`src/rtl/pipe_pkg.sv`:
```
// Shared pipeline types: EX bypass-mux select encoding, destination-register
// record kept for the EX stage, and the forwarding controller's state set.
package pipe_pkg;

    localparam int unsigned REC_DEST_W = 5;

    localparam logic [1:0] FWD_REG   = 2'b00;
    localparam logic [1:0] FWD_EXMEM = 2'b10;
    localparam logic [1:0] FWD_MEMWB = 2'b01;

    localparam logic [0:0] ST_RUN  = 1'b0;
    localparam logic [0:0] ST_HOLD = 1'b1;

    typedef enum logic [0:0] {
        RUN  = ST_RUN,
        HOLD = ST_HOLD
    } fwd_state_e;

    typedef struct packed {
        logic [REC_DEST_W-1:0] dest;
        logic                  regwrite;
        logic                  memread;
    } fwd_rec_t;

    localparam fwd_rec_t REC_EMPTY = '0;

endpackage

```
`src/rtl/fwd_pick.sv`:
```
// Operand-select priority compare for one source register against the
// EX and MEM producer records; the younger (EX) producer wins.
module fwd_pick
    import pipe_pkg::*;
#(
    parameter int unsigned REG_W = 5
) (
    input  logic             uses_i,
    input  logic [REG_W-1:0] src_i,
    input  logic [REG_W-1:0] ex_dest_i,
    input  logic             ex_regwrite_i,
    input  logic [REG_W-1:0] mem_dest_i,
    input  logic             mem_regwrite_i,
    output logic [1:0]       sel_o
);

    logic ex_hit;
    logic mem_hit;

    always_comb begin
        // $0 is hardwired to zero, so a write to it never forwards.
        ex_hit  = ex_regwrite_i  && (ex_dest_i  != '0) && (ex_dest_i  == src_i);
        mem_hit = mem_regwrite_i && (mem_dest_i != '0) && (mem_dest_i == src_i);
        sel_o   = FWD_REG;
        if (uses_i && ex_hit) begin
            sel_o = FWD_EXMEM;
        end else if (uses_i && mem_hit) begin
            sel_o = FWD_MEMWB;
        end
    end

endmodule

```
`src/rtl/fwd_ctrl.sv`:
```
// Forwarding and load-use hazard controller for the 5-stage pipeline.
// Shadows EX/MEM destination info and registers the EX operand selects.
module fwd_ctrl
    import pipe_pkg::*;
#(
    parameter int unsigned REG_W = REC_DEST_W,
    parameter int unsigned CNT_W = 32
) (
    input  logic             clk,
    input  logic             rst,
    input  logic             id_valid,
    input  logic [REG_W-1:0] id_rs,
    input  logic [REG_W-1:0] id_rt,
    input  logic             id_uses_rs,
    input  logic             id_uses_rt,
    input  logic [REG_W-1:0] id_dest,
    input  logic             id_regwrite,
    input  logic             id_memread,
    input  logic             flush,
    output logic [1:0]       sel_a,
    output logic [1:0]       sel_b,
    output logic             stall,
    output logic             bubble,
    output logic [CNT_W-1:0] stall_cnt
);

    fwd_rec_t         ex_q, ex_d;
    logic [REG_W-1:0] mem_dest_q;
    logic             mem_regwrite_q;
    logic [1:0]       sel_a_q, sel_a_d;
    logic [1:0]       sel_b_q, sel_b_d;
    fwd_state_e       state_q, state_d;
    logic [CNT_W-1:0] cnt_q, cnt_d;

    logic [1:0]       pick_a;
    logic [1:0]       pick_b;
    logic             ex_load;
    logic             hz;
    logic             issue;

    fwd_pick #(.REG_W(REG_W)) u_pick_rs (
        .uses_i         (id_uses_rs),
        .src_i          (id_rs),
        .ex_dest_i      (ex_q.dest),
        .ex_regwrite_i  (ex_q.regwrite),
        .mem_dest_i     (mem_dest_q),
        .mem_regwrite_i (mem_regwrite_q),
        .sel_o          (pick_a)
    );

    fwd_pick #(.REG_W(REG_W)) u_pick_rt (
        .uses_i         (id_uses_rt),
        .src_i          (id_rt),
        .ex_dest_i      (ex_q.dest),
        .ex_regwrite_i  (ex_q.regwrite),
        .mem_dest_i     (mem_dest_q),
        .mem_regwrite_i (mem_regwrite_q),
        .sel_o          (pick_b)
    );

    always_comb begin
        ex_load = ex_q.memread && ex_q.regwrite && (ex_q.dest != '0);
        hz      = id_valid && ex_load &&
                  ((id_uses_rs && (ex_q.dest == id_rs)) ||
                   (id_uses_rt && (ex_q.dest == id_rt)));
    end

    // Flush beats the hazard: the ID instruction is discarded anyway.
    assign stall  = !rst && hz && !flush;
    assign bubble = !rst && (hz || flush);

    always_comb begin
        issue   = id_valid && !bubble;
        ex_d    = REC_EMPTY;
        sel_a_d = FWD_REG;
        sel_b_d = FWD_REG;
        if (issue) begin
            ex_d.dest     = id_dest;
            ex_d.regwrite = id_regwrite;
            ex_d.memread  = id_memread;
            sel_a_d       = pick_a;
            sel_b_d       = pick_b;
        end

        state_d = RUN;
        if (state_q == RUN && stall) begin
            state_d = HOLD;
        end

        cnt_d = cnt_q;
        if (stall && (cnt_q != '1)) begin
            cnt_d = cnt_q + CNT_W'(1);
        end
    end

    always_ff @(posedge clk) begin
        if (rst) begin
            ex_q           <= REC_EMPTY;
            mem_dest_q     <= '0;
            mem_regwrite_q <= 1'b0;
            sel_a_q        <= FWD_REG;
            sel_b_q        <= FWD_REG;
            state_q        <= RUN;
            cnt_q          <= '0;
        end else begin
            // HOLD always follows a bubble into EX, so no hazard can be seen there.
            assert (!(state_q == HOLD && stall));
            ex_q           <= ex_d;
            mem_dest_q     <= ex_q.dest;
            mem_regwrite_q <= ex_q.regwrite;
            sel_a_q        <= sel_a_d;
            sel_b_q        <= sel_b_d;
            state_q        <= state_d;
            cnt_q          <= cnt_d;
        end
    end

    assign sel_a     = sel_a_q;
    assign sel_b     = sel_b_q;
    assign stall_cnt = cnt_q;

endmodule
```
`config.mk`:
```
export PLATFORM = sky130hd
export DESIGN_NAME = fwd_ctrl
export DESIGN_NICKNAME = d
export VERILOG_FILES = /design/src/rtl/pipe_pkg.sv /design/src/rtl/fwd_pick.sv /design/src/rtl/fwd_ctrl.sv
export SDC_FILE = /design/constraint.sdc
export NUM_CORES = 1
export LEC_CHECK = 0
export CAP_MARGIN = 25
export CORE_AREA = 4 4 81 83
export DETAILED_ROUTE_END_ITERATION = 8
export DIE_AREA = 0 0 85 87
export PLACE_DENSITY = 0.75
export SLEW_MARGIN = 20
export SYNTH_ARGS = -nofsm -noshare
export SYNTH_HDL_FRONTEND = slang
export SYNTH_SLANG_ARGS = --single-unit
```
`constraint.sdc`:
```
create_clock -name clk -period 2.7 [get_ports clk]
set_input_delay 0.81 -clock clk [delete_from_list [all_inputs] [get_ports clk]]
set_output_delay 0.81 -clock clk [all_outputs]
set_load 0.02 [all_outputs]
```
Word level (Yosys, flattened, before mapping)
Index checks and enable logic that the tools add are counted.

Logic and storage cells: 52. Output and inout port bits: 38. Register bits after elaboration: 49. Bits of input ports: 23.

Bitwise logic cells: 1. Reductions and logical operators: 31. Add/sub/neg operators: 1. Equality and inequality tests: 5. Muxes and demuxes: 4.

Operators with widths (number): 32-bit by 1-bit adder with 32-bit output (second input constant) (1); 32-bit inequality test (second input constant) (1); 1-bit logical AND (21); 5-bit == test (4); 5-bit nonzero test (2); 3-bit OR reduction (2); 2-bit 2-to-1 mux (2); 1-bit zero test (3); 1-bit logical OR (2); 1-bit 2-to-1 mux (2); 2-bit OR reduction (1); 1-bit inverter (1).

Depth between registers and ports, before layout
Depth after elaboration: 10. Gate-level depth with buffers: 9. Mapped depth without buffers: 7.

Modules after synthesis
From an unflattened synthesis, not the netlist that was laid out.

Cells, all modules: 319. Area total of the unflattened synthesis: 2706.3 sq um.

By module, submodules not included: fwd_ctrl (cells an instance 281, sequential area each 980.9 sq um, times used 1, area each 2391.0 sq um); fwd_pick (cells an instance 19, sequential area each 0.0 sq um, times used 2, area each 157.7 sq um).

Least setup slack after synthesis
OpenSTA, ideal clock, no wires.

Path kind: input to output. Start: input id_rt[1]. End: output bubble. Stages on the path: 6. Slack: -0.071 ns. Arrival time: 1.961 ns. Data required time: 1.890 ns. Buffers on the path: 0. Cell sequence: xnor2_1 -> nand4_1 -> or3_1 -> nand2_1 -> a31oi_1 -> nor2_1.

Longest elaborated chain between the ends: 6.

RTL lines: start, declared (RTL line fwd_ctrl.sv:13) `input logic [REG_W-1:0] id_rt,`; 5-bit == test (RTL line fwd_ctrl.sv:65) `(id_uses_rt && (ex_q.dest == id_rt)));`; 1-bit logical AND (RTL line fwd_ctrl.sv:65); 1-bit logical OR (RTL line fwd_ctrl.sv:64) `((id_uses_rs && (ex_q.dest == id_rs)) ||`; 1-bit logical AND (RTL line fwd_ctrl.sv:63) `hz = id_valid && ex_load &&`; 1-bit logical OR (RTL line fwd_ctrl.sv:70) `assign bubble = !rst && (hz || flush);`; 1-bit logical AND (RTL line fwd_ctrl.sv:70); end, declared (RTL line fwd_ctrl.sv:23) `output logic bubble,`.

No other way between the ends.

Final worst setup path
Start: input id_rs[4]. End: output bubble.

Longest elaborated chain between the ends: 6.

RTL lines: start, declared (RTL line fwd_ctrl.sv:12) `input logic [REG_W-1:0] id_rs,`; 5-bit == test (RTL line fwd_ctrl.sv:64); 1-bit logical AND (RTL line fwd_ctrl.sv:64); 1-bit logical OR (RTL line fwd_ctrl.sv:64); 1-bit logical AND (RTL line fwd_ctrl.sv:63); 1-bit logical OR (RTL line fwd_ctrl.sv:70); 1-bit logical AND (RTL line fwd_ctrl.sv:70).

No other way between the ends.

==> run metrics <==
run status=complete, but fails checks; failing checks=negative setup slack; first-pass GRT wire length=between 10000 and 15000 microns; DP Worst Slack=-1.01 ns; DRC errors left=0; FF-to-FF path depth=8; CTS Buffer Depth=2; Synth Area in Compound Gates=16.1%; peak supply drop=0.213 mV; CTS Buf Count=5; ant diodes=0; Post-Syn Area per Cell=8.59 sq um; CP endpoint kind=output pin; adder-cell share of the synthesized area=0.491%; period utilization=107%; post-synthesis xor/xnor area fraction=8.24%; Max Freq=345 MHz; #FFs+latches synth=between 40 and 50; Hold WS=0.479 ns; IO Port Bufs=60; initial antenna violation count=0; Skew-Pair Late Insertion Delay=around 0.32 ns; synthesized instance count=297; Reg clk slew, reported paths=0.09 ns; CTS tree=built; area of the core=5850 sq um; ys async rst share=0%; power per cell area=342 nW/um^2; YS warnings=0; Worst setup SP type=primary input; hold-critical path endpoint=mem_regwrite_q$_SDFF_PP0_; Synth cell types=51; drt pass-1 iters=5; total track usage=19.4%; Fin Setup TNS=-0.685 ns; Pwr Total=1.31 mW; Setup CP Type=in -> out; largest net degree at the start of global routing=42; root buffer cell=clkbuf_8; P_leak=1.38 nW; Die X=85 microns; row cnt=28; post-synthesis sequential area ratio=between 30% and 40%; commonest non-fill, non-tap cell in the layout=buf_4; placed cell areas=roughly 3600 sq um; CTS Sinks=49; grt ovf=0; max-cap violation count=0; Initial Util=43.6%; max-slew violations=0; most frequent cells in the layout=56 x buf_4, 49 x dfxtp_1, 44 x clkdlybuf4s50_1; top cells by area, synth=dfxtp_1 38%, xnor2_1 5.2%, a21oi_1 4.7%; # H-tree levels=2; DR WL/cell=17.2 microns; nets@finish=431; largest family of logic cells by synthesized area=simple AND/OR/NAND/NOR gates; origin of the critical flop-to-flop path=ex_q[6]$_SDFF_PP0_; Data required, critical path=~1.9 ns; maximum fanout along the worst path=3; area leader, netlist=dfxtp_1; final hold violation count=0; via count=2854; vias in the first global route=2468; Area Growth Syn to Fin=50.4%; skew final=around 0.013 ns; Boundary Pins=61; share of the synthesized area in the top cell type=~38%; vias per cell=5.91; r2r endpoint=stall_cnt[9]$_SDFFE_PP0P_; Hold Crit Depth=1; flop2flop setup slack=0.13 ns; Post-synth EDFFs=0; fin crit period=2.90 ns; ANT nets after route=0; Worst Hold Class=reg -> reg; Die Area=7400 sq um; multiplexer area fraction after synthesis=0.883%; Synth Cell Area=2550 sq um; RePlAce Congestion=0.869; worst slew pin tran=~0.57 ns; DP Wirelength=5380 microns; simple-gate share of the synthesized area=32.9%; WL final=8300 microns; hold path startpoint=ex_q[1]$_SDFF_PP0_; syn_nets=321; final setup violation count=5; Starting DRT DRC Count=254; layout cells sized above 1=25.0%; Top FF cell, synth=dfxtp_1; Final WS setup=-0.200 ns; Die H=87 microns; RSZ-0062 raised after global routing=yes; final instance area=3830 sq um; Max-slew headroom=61.9%; Worst Path Arrival=2.09 ns
[critical path, cell delays in order]
cell,delay (ns)
buf_8,0.10
xnor2_2,0.13
nand4_1,0.19
or3_4,0.44
nand2_4,0.09
a31oi_4,0.08
nor2_2,0.11
buf_6,0.13
[repair_timing]
action / 4_1_cts / 5_1_grt
pin swaps: 22 / 16
resized for setup: 68 / 20
setup buffers: 7 / 1
endpoints found under the setup margin: 19 / 6
hold buffers: 0 / 0
[synthesized netlist by cell type (2+ instances only)]
master / instances
nand4_1: 17
inv_1: 4
o211ai_1: 2
and3_1: 3
nor2_1: 13
a21oi_1: 24
and2_1: 10
a211o_1: 2
nand3_1: 16
or2_1: 2
buf_2: 3
clkbuf_1: 9
nor3_1: 9
and4b_1: 2
or4_1: 15
o31ai_1: 11
nor2b_1: 10
nor4_1: 5
xor2_1: 9
xnor2_1: 15
and4_1: 5
dfxtp_1: 49
or3_1: 9
o21ai_1: 6
nand2_1: 16
mux2_1: 2
o21ai_0: 5
[where the power goes]
| group | switching [mW] | internal, mW |
|---|---|---|
| clock network | 0.265 | 0.184 |
| registers | 0.00524 | 0.726 |
| logic | 0.0541 | 0.0772 |
[how the worst max path moves through the flow]
stage                         from                          to  slack [ns]  cells past startpoint
final                     id_rs[4]                      bubble       -0.20                      8
after global routing      id_valid  stall_cnt[29]$_SDFFE_PP0P_       -0.23                     10
after CTS                 id_rs[4]                      bubble       -0.11                      8
after detailed placement  id_rs[4]                      bubble       -1.01                      8
after global placement    id_rs[4]                      bubble       -0.97                      8
after floorplan           id_rt[1]                      bubble       0.004                      6
[stage by stage]
| step | utilization (%) | instances |
|---|---|---|
| after floorplan | - | 297 |
| after global placement | 60.8 | 467 |
| after detailed placement | 60.8 | 467 |
| after CTS | 63.4 | 482 |
| after global routing | 65.5 | 483 |
| final | 65.5 | 483 |
[kinds of logic (layout without fill, tap and decap cells)]
| logic type | Yosys count | in the layout |
|---|---|---|
| fa+ha+maj | 1 | 1 |
| xor+xnor | 24 | 24 |
| buf+inv | 18 | 129 |
| simple gates | 140 | 140 |
| mux | 2 | 2 |
| flops | 49 | 49 |
| compound gates | 63 | 63 |
[registers in the layout, indices dropped and copies added, names as in the netlist]
signal	count
sel_a	2
mem_regwrite_q	1
sel_b	2
mem_dest_q	5
stall_cnt	32
ex_q	7
[per-layer routing]
layer  GRT usage (%)  wire (microns)  vias to the layer above
met4            6.19             174                        0
met2            33.2            4200                      118
li1                -               -                     1338
met3            2.55             479                       16
met5               0               0                        -
met1            25.5            3450                     1382
[area by class of cell]
cell class	instances	area, sq um
multi-input cells	230	1620
well taps	75	93.8
clock inverters	3	21.3
inverters	5	18.8
repair buffers	116	1030
fillers	458	2020
clock buffers	5	68.8
flip-flops and latches	49	981
Note: power is estimated with default switching activity, not from simulation.
